$ cat config.mk
export PLATFORM = sky130hd
export DESIGN_NAME = vga_timing_gen_flat
export DESIGN_NICKNAME = d
export VERILOG_FILES = /design/src/rtl/vga_timing_gen_if.sv /design/src/rtl/vga_timing_gen.sv /design/src/flat_wrapper.sv
export SDC_FILE = /design/constraint.sdc
export NUM_CORES = 1
export LEC_CHECK = 0
export CAP_MARGIN = 30
export CORE_MARGIN = 1
export CORE_UTILIZATION = 50
export CTS_CLUSTER_DIAMETER = 100
export DETAILED_ROUTE_END_ITERATION = 8
export GPL_TIMING_DRIVEN = 1
export PLACE_DENSITY_LB_ADDON = 0.05
export SLEW_MARGIN = 25
export SYNTH_ARGS = -nofsm -noshare
export SYNTH_HDL_FRONTEND = slang
export SYNTH_SLANG_ARGS = --single-unit
$ cat constraint.sdc
create_clock -name vga_clk -period 3 [get_ports vga_clk]
set_input_delay 0.6 -clock vga_clk [delete_from_list [all_inputs] [get_ports vga_clk]]
set_output_delay 0.6 -clock vga_clk [all_outputs]
set_load 0.02 [all_outputs]
$ cat src/rtl/vga_timing_gen_if.sv
// vga_timing_gen_if: raster timing outputs of vga_timing_gen.
// master = timing generator, slave = render stages / VGA connector.
interface vga_timing_gen_if;
  logic       hs;
  logic       vs;
  logic       blank;
  logic [9:0] DrawX;
  logic [9:0] DrawY;
  logic       frame_start;
  logic [7:0] frame_cnt;

  modport master (
    output hs, vs, blank, DrawX, DrawY, frame_start, frame_cnt
  );

  modport slave (
    input hs, vs, blank, DrawX, DrawY, frame_start, frame_cnt
  );
endinterface

$ cat src/rtl/vga_timing_gen.sv
// vga_timing_gen: 640x480@60 Hz raster timing from the 25 MHz pixel clock.
// Optional macro VGA_SYNC_ALIGN_EN delays hs/vs by two cycles to match the
// downstream ROM lookup plus colour output register.
module vga_timing_gen #(
  parameter int unsigned H_ACTIVE = 640,
  parameter int unsigned H_FP     = 16,
  parameter int unsigned H_SYNC   = 96,
  parameter int unsigned H_BP     = 48,
  parameter int unsigned V_ACTIVE = 480,
  parameter int unsigned V_FP     = 10,
  parameter int unsigned V_SYNC   = 2,
  parameter int unsigned V_BP     = 33
) (
  input  logic              vga_clk,
  input  logic              reset_n,
  vga_timing_gen_if.master  vga
);

  localparam int unsigned H_TOTAL = H_ACTIVE + H_FP + H_SYNC + H_BP;
  localparam int unsigned V_TOTAL = V_ACTIVE + V_FP + V_SYNC + V_BP;

  localparam logic [9:0] H_LAST   = 10'(H_TOTAL - 1);
  localparam logic [9:0] V_LAST   = 10'(V_TOTAL - 1);
  localparam logic [9:0] H_ACT    = 10'(H_ACTIVE);
  localparam logic [9:0] V_ACT    = 10'(V_ACTIVE);
  localparam logic [9:0] HS_BEGIN = 10'(H_ACTIVE + H_FP);
  localparam logic [9:0] HS_END   = 10'(H_ACTIVE + H_FP + H_SYNC);
  localparam logic [9:0] VS_BEGIN = 10'(V_ACTIVE + V_FP);
  localparam logic [9:0] VS_END   = 10'(V_ACTIVE + V_FP + V_SYNC);

  logic [9:0] h_cnt_q, h_cnt_d;
  logic [9:0] v_cnt_q, v_cnt_d;
  logic       blank_q, blank_d;
  logic       hs_q, hs_d;
  logic       vs_q, vs_d;
  logic       frame_start_q, frame_start_d;
  logic [7:0] frame_cnt_q, frame_cnt_d;
  logic       h_wrap;
  logic       v_wrap;

  // Next counter state; decodes are taken from the next counter values so
  // the registered decodes line up with DrawX/DrawY with no skew.
  always_comb begin
    h_wrap  = (h_cnt_q == H_LAST);
    v_wrap  = (v_cnt_q == V_LAST);
    h_cnt_d = h_wrap ? '0 : h_cnt_q + 10'd1;
    v_cnt_d = v_cnt_q;
    if (h_wrap) begin
      v_cnt_d = v_wrap ? '0 : v_cnt_q + 10'd1;
    end
    blank_d       = (h_cnt_d < H_ACT) && (v_cnt_d < V_ACT);
    hs_d          = !((h_cnt_d >= HS_BEGIN) && (h_cnt_d < HS_END));
    vs_d          = !((v_cnt_d >= VS_BEGIN) && (v_cnt_d < VS_END));
    frame_start_d = h_wrap && v_wrap;
    frame_cnt_d   = frame_cnt_q + {7'd0, frame_start_d};
  end

  // Counter and decode registers.
  always_ff @(posedge vga_clk or negedge reset_n) begin
    if (!reset_n) begin
      h_cnt_q       <= '0;
      v_cnt_q       <= '0;
      blank_q       <= 1'b1;
      hs_q          <= 1'b1;
      vs_q          <= 1'b1;
      frame_start_q <= 1'b0;
      frame_cnt_q   <= '0;
    end else begin
      h_cnt_q       <= h_cnt_d;
      v_cnt_q       <= v_cnt_d;
      blank_q       <= blank_d;
      hs_q          <= hs_d;
      vs_q          <= vs_d;
      frame_start_q <= frame_start_d;
      frame_cnt_q   <= frame_cnt_d;
    end
  end

`ifdef VGA_SYNC_ALIGN_EN
  logic [1:0] hs_pipe_q, hs_pipe_d;
  logic [1:0] vs_pipe_q, vs_pipe_d;

  // Two-stage sync delay shift.
  always_comb begin
    hs_pipe_d = {hs_pipe_q[0], hs_q};
    vs_pipe_d = {vs_pipe_q[0], vs_q};
  end

  // Sync delay registers, idle high.
  always_ff @(posedge vga_clk or negedge reset_n) begin
    if (!reset_n) begin
      hs_pipe_q <= '1;
      vs_pipe_q <= '1;
    end else begin
      hs_pipe_q <= hs_pipe_d;
      vs_pipe_q <= vs_pipe_d;
    end
  end

  assign vga.hs = hs_pipe_q[1];
  assign vga.vs = vs_pipe_q[1];
`else
  assign vga.hs = hs_q;
  assign vga.vs = vs_q;
`endif

  assign vga.blank       = blank_q;
  assign vga.DrawX       = h_cnt_q;
  assign vga.DrawY       = v_cnt_q;
  assign vga.frame_start = frame_start_q;
  assign vga.frame_cnt   = frame_cnt_q;

endmodule
$ cat src/flat_wrapper.sv
// flat-port wrapper written by rule: the top's interface ports become plain ports
module vga_timing_gen_flat 
#(
  parameter int unsigned H_ACTIVE = 640,
  parameter int unsigned H_FP     = 16,
  parameter int unsigned H_SYNC   = 96,
  parameter int unsigned H_BP     = 48,
  parameter int unsigned V_ACTIVE = 480,
  parameter int unsigned V_FP     = 10,
  parameter int unsigned V_SYNC   = 2,
  parameter int unsigned V_BP     = 33
)
  (vga_clk, reset_n, vga_hs, vga_vs, vga_blank, vga_DrawX, vga_DrawY, vga_frame_start, vga_frame_cnt);
  vga_timing_gen_if vga_i ();
  input  logic vga_clk;
  input  logic reset_n;
  output wire logic [$bits(vga_i.hs)-1:0] vga_hs;
  output wire logic [$bits(vga_i.vs)-1:0] vga_vs;
  output wire logic [$bits(vga_i.blank)-1:0] vga_blank;
  output wire logic [$bits(vga_i.DrawX)-1:0] vga_DrawX;
  output wire logic [$bits(vga_i.DrawY)-1:0] vga_DrawY;
  output wire logic [$bits(vga_i.frame_start)-1:0] vga_frame_start;
  output wire logic [$bits(vga_i.frame_cnt)-1:0] vga_frame_cnt;
  assign vga_hs = vga_i.hs;
  assign vga_vs = vga_i.vs;
  assign vga_blank = vga_i.blank;
  assign vga_DrawX = vga_i.DrawX;
  assign vga_DrawY = vga_i.DrawY;
  assign vga_frame_start = vga_i.frame_start;
  assign vga_frame_cnt = vga_i.frame_cnt;
  vga_timing_gen #(.H_ACTIVE(H_ACTIVE), .H_FP(H_FP), .H_SYNC(H_SYNC), .H_BP(H_BP), .V_ACTIVE(V_ACTIVE), .V_FP(V_FP), .V_SYNC(V_SYNC), .V_BP(V_BP)) u_core (.vga_clk(vga_clk), .reset_n(reset_n), .vga(vga_i));
endmodule
* Word level (Yosys, flattened, before mapping) *
Cells that the tools add are included.
Widths: inputs -> output; s select.

word-level totals
  flip-flop bits (word level) = 32
  input port bits = 2
  word-level logic and storage cells = 27

operators by class
  add/subtract/negate cells = 3
  $lt $le $gt $ge = 6
  equal/unequal tests = 2
  multiplexer cells = 3
  reductions and logical operators = 6

operators with widths
  kind                   number
  $mux 10                3
  $add 10x1->10 const B  2
  $eq 10x10->1 const B   2
  $lt 10x10->1 const B   2
  $lt 10x9->1 const B    2
  $ge 10x10->1 const B   1
  $ge 10x9->1 const B    1
  $add 8x1->8            1
  $logic_and 1x1->1      4
  $logic_not 1->1        2

* Longest topological paths before layout *
Gate-level depths: netlist (run 1).

  depth after elaboration = 6
  mapped depth = 10
  depth with buffers taken out = 9

* Least setup slack after synthesis (run 1) *
Ideal clock, no wire load.

  path type = register -> register
  from = reg u_core.h_cnt_q[0], in the netlist u_core.vga.DrawX[0]
  to = reg u_core.frame_cnt_q[6], in the netlist u_core.vga.frame_cnt[6]
  setup time = 0.129 ns
  data arrival time = 2.442 ns
  data required time = 2.871 ns
  setup slack = 0.428 ns
  cell stages (with the launch flop) = 10
  path buffers = 0
  period minus slack after synthesis = 2.572 ns
  path through = dfrtp_1 -> ha_1 -> nand4_2 -> or3_1 -> nor4_1 -> ha_1 -> ha_1 -> and3_1 -> nand3_1 -> xnor2_1

between the ends
  word-level cells in the longest chain between the ends = 3

RTL lines
  item                       RTL line              text
  from (decl)                vga_timing_gen.sv:31  logic [9:0] h_cnt_q, h_cnt_d;
  from (signal assigned)     vga_timing_gen.sv:69  h_cnt_q <= h_cnt_d;
  $eq 10x10->1               vga_timing_gen.sv:44  h_wrap = (h_cnt_q == H_LAST);
  $logic_and 1x1->1          vga_timing_gen.sv:54  frame_start_d = h_wrap && v_wrap;
  via u_core.frame_start_d   vga_timing_gen.sv:36  logic frame_start_q, frame_start_d;
  $add 8x1->8                vga_timing_gen.sv:55  frame_cnt_d = frame_cnt_q + {7'd0, frame_start_d};
  via u_core.frame_cnt_d[6]  vga_timing_gen.sv:37  logic [7:0] frame_cnt_q, frame_cnt_d;
  to (signal assigned)       vga_timing_gen.sv:75  frame_cnt_q <= frame_cnt_d;
  to (decl)                  vga_timing_gen.sv:37

The timed path passes the listed nets, and every way through them passes these cells.

* Worst setup path in the final report (run 1) *
Ends and elaborated chain as after synthesis.

==> metrics.md, run 1 <==
| Metric | Value |
|---|---|
| Outcome | `finished clean` |
| Power per cell area | `335 mW/mm^2` |
| Syn-to-layout area delta | `24.9%` |
| Worst Setup Start Kind | `flop` |
| Max clock buf depth | `2` |
| Min cycle time layout | `2.69 ns` |
| Post-synthesis cell count | `162` |
| Fin worst setup slack | `0.313 ns` |
| HPWL Detailed | `2570 um` |
| DRC Markers | `0` |
| Tcrit/Tclk final | `0.896` |
| Cts repair resizes | `0` |
| H-tree levels | `2` |
| GR Util All Layers | `0.214` |
| Ports | `34` |
| Floorplan row count | `20` |
| Core Box Area | `0.00310 mm^2` |
| Die ar. | `0.00357 mm^2` |
| Register area share after synthesis | `0.483` |
| Number of buffers created by CTS | `5` |
| Placer Congestion | `0.842` |
| Worst-path fanout max | `8` |
| Remaining antenna violation count | `0` |
| Post-CTS Setup Bufs | `0` |
| Worst Tran Pin Value | `0.426 ns` |
| Fmax | `372 MHz` |
| Initial antenna violation count | `0` |
| Leak | `0.839 nW` |
| Asr flop ratio synth | `1.00` |
| Final Hold Fails | `0` |
| MaxCap Viol Count | `0` |
| Yosys reg bits | `32` |
| Endpoint class of the critical path | `flop` |
| CP Data Arrival Time | `2.91 ns` |
| Cells after DPL | `234` |
| Root buf cell | `clkbuf_4` |
| Largest net degree at the start of global routing | `33` |
| Slew margin rel. | `0.714` |
| Clk Latency, worst-skew pair | `0.33 ns` |
| 1st-pass router iterations | `4` |
| Final setup violation count | `0` |
| Mapped Area | `0.00167 mm^2` |
| Avg Synthesized Cell Area | `10.3 um^2` |
| Sink Count | `32` |
| Peak supply drop | `0.000244 V` |
| Initial Utilization | `0.537` |
| HP Class | `flop to flop` |
| Setup Skew | `0.00506 ns` |
| Port Buf Inserts | `33` |
| Die height | `59.7 um` |
| RSZ-0062 raised after global routing | `no` |
| Place WS | `0.310 ns` |
| Iter 0 DRT Violations | `53` |
| Vias in the first global route | `1,210` |
| Clk pin slew, worst setup/hold paths | `0.09 ns` |
| DRT Wirelength | `3460 um` |
| Post-cts hold buffer count | `0` |
| Syn Nets | `169` |
| Fin nets | `204` |
| GR Overflow Total | `0` |
| Avg WL per Cell | `14.3 um` |
| Setup tns final | `0 ns` |
| Antenna cells | `0` |
| Total number of vias | `1,325` |
| Share of cells above drive strength 1 | `0.0909` |
| Chip Width | `59.7 um` |
| Post-route insts no fill | `242` |
| CTS tree | `yes` |
| Fill count | `276` |
| Post-synth EDFFs | `0` |
| Count of different cell masters after synthesis | `44` |
| Final Max Tran Viols | `0` |
| Prevailing post-synth register cell | `dfrtp_1` |
| Crit path kind | `flop to flop` |
| DR vias/cell | `5.48` |
| Ys Warns | `0` |
| Critical path required time | `3.23 ns` |
| First-pass GRT wire length | `5510 um` |
==> path summary, 6_finish.rpt <==
| path | cells past startpoint | startpoint | end | slack, ns |
|---|---|---|---|---|
| setup reg to reg | 9 | u_core.vga.DrawX[0] | u_core.vga.frame_cnt[6] | 0.31 |
| min in group asynchronous | 2 | reset_n | u_core.vga.frame_cnt[3] | 0.66 |
| hold / removal | 1 | u_core.vga.frame_cnt[6] | u_core.vga.frame_cnt[6] | 0.50 |
| setup / recovery | 9 | u_core.vga.DrawX[0] | u_core.vga.frame_cnt[6] | 0.31 |
| max in group asynchronous | 2 | reset_n | u_core.vga.vs | 2.02 |
| hold reg to reg | 1 | u_core.vga.frame_cnt[6] | u_core.vga.frame_cnt[6] | 0.50 |
==> cells in the final DEF (no fill, tap or decap), types with 3 or more instances in the layout <==
| cell type | instances |
|---|---|
| a21oi_1 | 6 |
| a31oi_1 | 3 |
| clkbuf_4 | 5 |
| clkdlybuf4s50_1 | 33 |
| dfrtp_1 | 29 |
| dfstp_2 | 3 |
| ha_1 | 5 |
| inv_1 | 6 |
| nand2_1 | 18 |
| nand3_1 | 14 |
| nand4_1 | 3 |
| nor2_1 | 11 |
| nor4_1 | 7 |
| xnor2_1 | 10 |
| xor2_1 | 7 |
==> cell type report <==
type,count,area (um^2),area share
Clock buffer,8,58.8,0.0283
Inverter,6,22.5,0.0108
Multi-Input combinational cell,117,793,0.381
Sequential cell,32,805,0.387
Tap cell,44,55.1,0.0265
Timing Repair Buffer,35,345,0.166
==> worst max-delay path: stages (launching register included) <==
cell     delay, ns
dfrtp_1       0.42
ha_1          0.26
nand4_2       0.22
or3_1         0.39
nor4_1        0.37
ha_1          0.27
ha_1          0.20
and3_1        0.21
nand3_1       0.10
xnor2_1       0.13
==> sequential cells by signal (all words and copies together) (netlist names) <==
signal                  flops
u_core.vga.frame_cnt        8
u_core.vga.DrawX           10
u_core.vga.vs               1
u_core.vga.blank            1
u_core.vga.frame_start      1
u_core.vga.hs               1
u_core.vga.DrawY           10
==> power breakdown <==
part           switching, mW  internal [mW]
sequential                 0          0.431
clock                  0.140          0.116
combinational        0.00809        0.00199
==> cells by family (layout without fill, tap and decap cells) <==
kind of cell / count (synthesis) / count (layout) / synth area share
fa+ha+maj: 5 / 5 / 0.0376
mux: 3 / 3 / 0.0188
flops: 32 / 32 / 0.483
xor+xnor: 17 / 17 / 0.0894
compound gates: 21 / 21 / 0.0992
buf+inv: 13 / 49 / 0.0406
simple gates: 71 / 71 / 0.231
==> cells in the mapped netlist (2+ instances only) <==
cell type | number | area [um^2]
dfrtp_1 | 29 | 726
nand2_1 | 18 | 67.6
nand3_1 | 14 | 70.1
nor2_1 | 11 | 41.3
xnor2_1 | 10 | 87.6
nor4_1 | 7 | 43.8
xor2_1 | 7 | 61.3
a21oi_1 | 6 | 30.0
inv_1 | 6 | 22.5
ha_1 | 5 | 62.6
a31oi_1 | 3 | 18.8
buf_2 | 3 | 15.0
dfstp_2 | 3 | 78.8
nand4_1 | 3 | 18.8
and4_1 | 2 | 17.5
buf_6 | 2 | 22.5
clkbuf_1 | 2 | 7.51
mux2i_1 | 2 | 20.0
nor3_1 | 2 | 10.0
o21ai_0 | 2 | 10.0
or2_1 | 2 | 12.5
==> per-layer routing <==
metal  vias to the layer above  track usage  wire, um
li1                        649            -         -
met1                       634        0.267      1520
met2                        34        0.344      1690
met3                         8       0.0628       181
met4                         0       0.0897        67
met5                         -            0         0
==> stage by stage <==
step	power (mW)	cell area [um^2]	hold WS, ns	utilization
2_1_floorplan	0.440	1670	0.304	-
3_3_place_gp	0.450	2020	0.463	0.651
3_5_place_dp	0.450	2020	0.491	0.651
4_1_cts	0.704	2080	0.505	0.670
5_1_grt	0.724	2080	0.530	0.670
6_report	0.696	2080	0.500	0.670
Note: power is estimated with default switching activity, not from simulation.
==> run 2: changes to the inputs <==
--- a/config.mk
+++ b/config.mk
@@ -5,9 +5,10 @@
 export SDC_FILE = /design/constraint.sdc
 export NUM_CORES = 1
 export LEC_CHECK = 0
+export ABC_AREA = 1
 export CAP_MARGIN = 30
 export CORE_MARGIN = 1
-export CORE_UTILIZATION = 50
+export CORE_UTILIZATION = 52
 export CTS_CLUSTER_DIAMETER = 100
 export DETAILED_ROUTE_END_ITERATION = 8
 export GPL_TIMING_DRIVEN = 1
==> run 2 against run 1 <==
Compared with the run above:
- first-iteration DRC count increased by 70%
- non-clock buffer count decreased by 1
- critical path depth decreased by 8
- fmax increased by 26%
- clock-buffer cell count decreased by 3
- combinational power about the same
- sequential share of layout area decreased by 4.1 points
- clock skew increased by 0.0018 ns
- highest routed layer unchanged
==> metrics.md, run 2 <==
| Metric | Value |
|---|---|
| Outcome | `finished clean` |
| R2R Setup Slk | `0.89 ns (+0.58 ns)` |
| Setup tns final | `0 ns (unchanged)` |
| Die ar. | `0.00382 mm^2 (+7.2%)` |
| Final setup violation count | `0 (unchanged)` |
| Slowest stage delay, CP | `0.67 ns (+0.25 ns)` |
| Syn-to-layout area delta | `24.9% (about the same)` |
| Clk pin slew, worst setup/hold paths | `0.11 ns (+0.02 ns)` |
| Die height | `61.8 um (+3.5%)` |
| Max Used Layer | `met4` |
| DR vias/cell | `4.85 (-11%)` |
| Clock network fraction of total power | `0.427 (+0.061)` |
| Antenna cells | `0 (unchanged)` |
| CP max stage cell | `clkdlybuf4s50_1` |
| Number of cells on the critical path | `1 (-8)` |
| P_sw | `163 uW (+10%)` |
| GR Overflow Total | `0 (unchanged)` |
| Tcrit/Tclk final | `0.712 (-0.184)` |
| Register area share after synthesis | `0.432 (-0.0507)` |
| Post-cts hold buffer count | `0 (unchanged)` |
| Power per cell area | `331 mW/mm^2 (-1.1%)` |
| Leak | `1.24 nW (+47%)` |
| Final Hold Fails | `0 (unchanged)` |
| Floorplan row count | `21 (+5.0%)` |
| Crit path kind | `flop to primary output` |
| Sw Ratio | `0.212 (-0.000295)` |
| Ys Warns | `0 (unchanged)` |
| Critical path buffer and inverter count | `1 (+1)` |
| Largest net degree at the start of global routing | `33 (unchanged)` |
| Worst r2r path cells | `10 (+1)` |
| Int Pwr | `607 uW (+11%)` |
| Core Box Area | `0.00339 mm^2 (+9.2%)` |
| Share of cells above drive strength 1 | `0.137 (+0.0464)` |
| Fill count | `273 (-1.1%)` |
| Fin nets | `290 (+42%)` |
| Vias in the first global route | `1,335 (+10%)` |
| Avg Synthesized Cell Area | `7.66 um^2 (-26%)` |
| HP Class | `flop to flop` |
| Top cells by area, synth | `dfrtp_1 (39%), nand2_1 (15%), inv_1 (7.9%)` |
| FF-to-FF Start | `u_core.vga.DrawX[0]` |
| Syn Nets | `250 (+48%)` |
| Top delay family on crit path | `buffers and inverters` |
| Asr flop ratio synth | `1.00 (unchanged)` |
| CTS tree | `yes` |
| CP Data Arrival Time | `1.54 ns (-1.37 ns)` |
| Prevailing post-synth register cell | `dfrtp_1` |
| Worst-path fanout max | `7 (-1)` |
| Initial antenna violation count | `0 (unchanged)` |
| First-pass GRT wire length | `5970 um (+8.4%)` |
| Min-delay src | `u_core.vga.frame_cnt[7]` |
| MaxCap Viol Count | `0 (unchanged)` |
| Port Buf Inserts | `33 (unchanged)` |
| Initial Utilization | `0.549 (+0.0122)` |
| Count of different cell masters after synthesis | `27 (-39%)` |
| Cts repair resizes | `0 (unchanged)` |
| Post-synthesis cell count | `243 (+50%)` |
| Critical path required time | `2.40 ns (-0.83 ns)` |
| Ports | `34 (unchanged)` |
| Avg WL per Cell | `10.9 um (-23%)` |
| Worst Tran Pin Value | `0.391 ns (-0.0346 ns)` |
| Max clock buf depth | `2 (unchanged)` |
| Chip Width | `61.8 um (+3.5%)` |
| Worst Setup Start Kind | `flop` |
| Fmax | `468 MHz (+26%)` |
| Mapped Area | `0.00186 mm^2 (+12%)` |
| Root buf cell | `clkbuf_4` |
| Post-CTS Setup Bufs | `0 (unchanged)` |
| Final Core Density | `0.686 (+0.0157)` |
| Post-synth EDFFs | `0 (unchanged)` |
| Most numerous cell in the Yosys netlist | `nand2_1` |
| Met1 wire length | `1740 um (+14%)` |
| Leading cell type in the layout, fill and taps excluded | `nand2_1` |
| Leading cell types in the layout, fill and taps excluded | `nand2_1 (74), inv_1 (39), clkdlybuf4s50_1 (33), dfrtp_1 (29), nand3_1 (22)` |
| Iter 0 DRT Violations | `90 (+70%)` |
| Footprint of the multi-input gates | `866 um^2 (+9.1%)` |
| GR Util All Layers | `0.222 (+0.00801)` |
| Setup Skew | `0.00686 ns (+0.00180 ns)` |
| WL met2 | `1690 um (unchanged)` |
| 1st-pass router iterations | `4 (unchanged)` |
| Min cycle time layout | `2.14 ns (-0.551 ns)` |
| Endpoint class of the critical path | `primary output` |
| Hold EP | `u_core.vga.frame_cnt[7]` |
| Number of buffers created by CTS | `5 (unchanged)` |
| Hold path depth | `1 (unchanged)` |
| Yosys top cell by area | `dfrtp_1` |
| HPWL Detailed | `2750 um (+7.0%)` |
| Sink Count | `32 (unchanged)` |
| DRT Wirelength | `3610 um (+4.5%)` |
| Peak supply drop | `0.000266 V (+9.4%)` |
| Final Max Tran Viols | `0 (unchanged)` |
| Combinational power share | `0.013 (about the same)` |
| RSZ-0062 raised after global routing | `no` |
| Sequential cell area | `805 um^2 (unchanged)` |
| RR Endpoint | `u_core.vga.frame_cnt[7]` |
| Reg power frac | `0.560 (-0.059)` |
| Placer Congestion | `0.906 (+7.7%)` |
| Met3 Wirelength | `163 um (-9.9%)` |
| Yosys reg bits | `32 (unchanged)` |
| Slew margin rel. | `0.739 (+0.0253)` |
| Remaining antenna violation count | `0 (unchanged)` |
| H-tree levels | `2 (unchanged)` |
| Crit path cell chain | `clkdlybuf4s50_1` |
| Top cell type's share of synthesized area | `0.390 (-0.0457)` |
| Pwr Total | `770 uW (+11%)` |
| DRC Markers | `0 (unchanged)` |
| Clk Latency, worst-skew pair | `0.33 ns (about the same)` |
| Synth cell count leaders | `nand2_1 (74), inv_1 (39), dfrtp_1 (29)` |
| Total number of vias | `1,601 (+21%)` |
-- run 2: cell types whose count changed in the layout (fill, tap and decap cells not counted), sizes merged, moves of 4 or more --
cell / change
inv: +38
nor4: -7
xnor2: -9
nand2: +61
nand3: +11
a21oi: -7
nand4: +4
nor2: +18
-- run 2: cell families after synthesis --
kind of cell | after synthesis | synth area share
adder cells (fa/ha/maj) | 5 | 0.0336
buffers and inverters | 47 | 0.102
XOR/XNOR | 7 | 0.0330
AO/OA/AOI/OAI | 6 | 0.0195
AND/OR/NAND/NOR | 146 | 0.379
flip-flops | 32 | 0.432
-- run 2: per-layer routing --
layer | vias up | global-route usage
li1 | 828 | -
met5 | - | 0
met2 | 40 | 0.341
met3 | 2 | 0.0683
met4 | 0 | 0.0857
met1 | 731 | 0.294
-- run 2: stage by stage --
step / instances / cell area, um^2 / setup slack [ns] / hold slack, ns
after floorplan: 243 / 1860 / 0.863 / 0.304
after global placement: 322 / 2240 / 0.936 / 0.463
after detailed placement: 322 / 2240 / 0.862 / 0.475
after CTS: 330 / 2320 / 0.828 / 0.491
after global routing: 330 / 2320 / 0.663 / 0.515
final: 330 / 2320 / 0.864 / 0.484
-- run 2: layout make-up --
type	instances	area share
Sequential cell	32	0.346
Timing Repair Buffer	34	0.145
Clock inverter	3	0.0183
Tap cell	46	0.0248
Clock buffer	5	0.0161
Inverter	46	0.0770
Multi-Input combinational cell	164	0.372
-- run 2: how the worst max path moves through the flow --
stage,start,to,slack [ns]
final,u_core.vga.DrawX[9],vga_DrawX[9],0.86
after global routing,u_core.vga.DrawX[0],u_core.vga.frame_cnt[7],0.66
after CTS,u_core.vga.DrawX[9],vga_DrawX[9],0.83
after detailed placement,u_core.vga.DrawX[0],u_core.vga.frame_cnt[7],0.86
after global placement,u_core.vga.DrawX[0],u_core.vga.frame_cnt[7],0.94
after floorplan,u_core.vga.DrawX[0],u_core.vga.frame_cnt[7],0.86
-- run 2: power by group through the flow --
stage	registers (mW)	logic (mW)	clock network (mW)
2_1_floorplan	0.440	0.000000655	0
3_3_place_gp	0.440	0.0107	0
3_5_place_dp	0.440	0.0107	0
4_1_cts	0.431	0.0108	0.346
5_1_grt	0.431	0.0120	0.362
6_report	0.431	0.00988	0.329
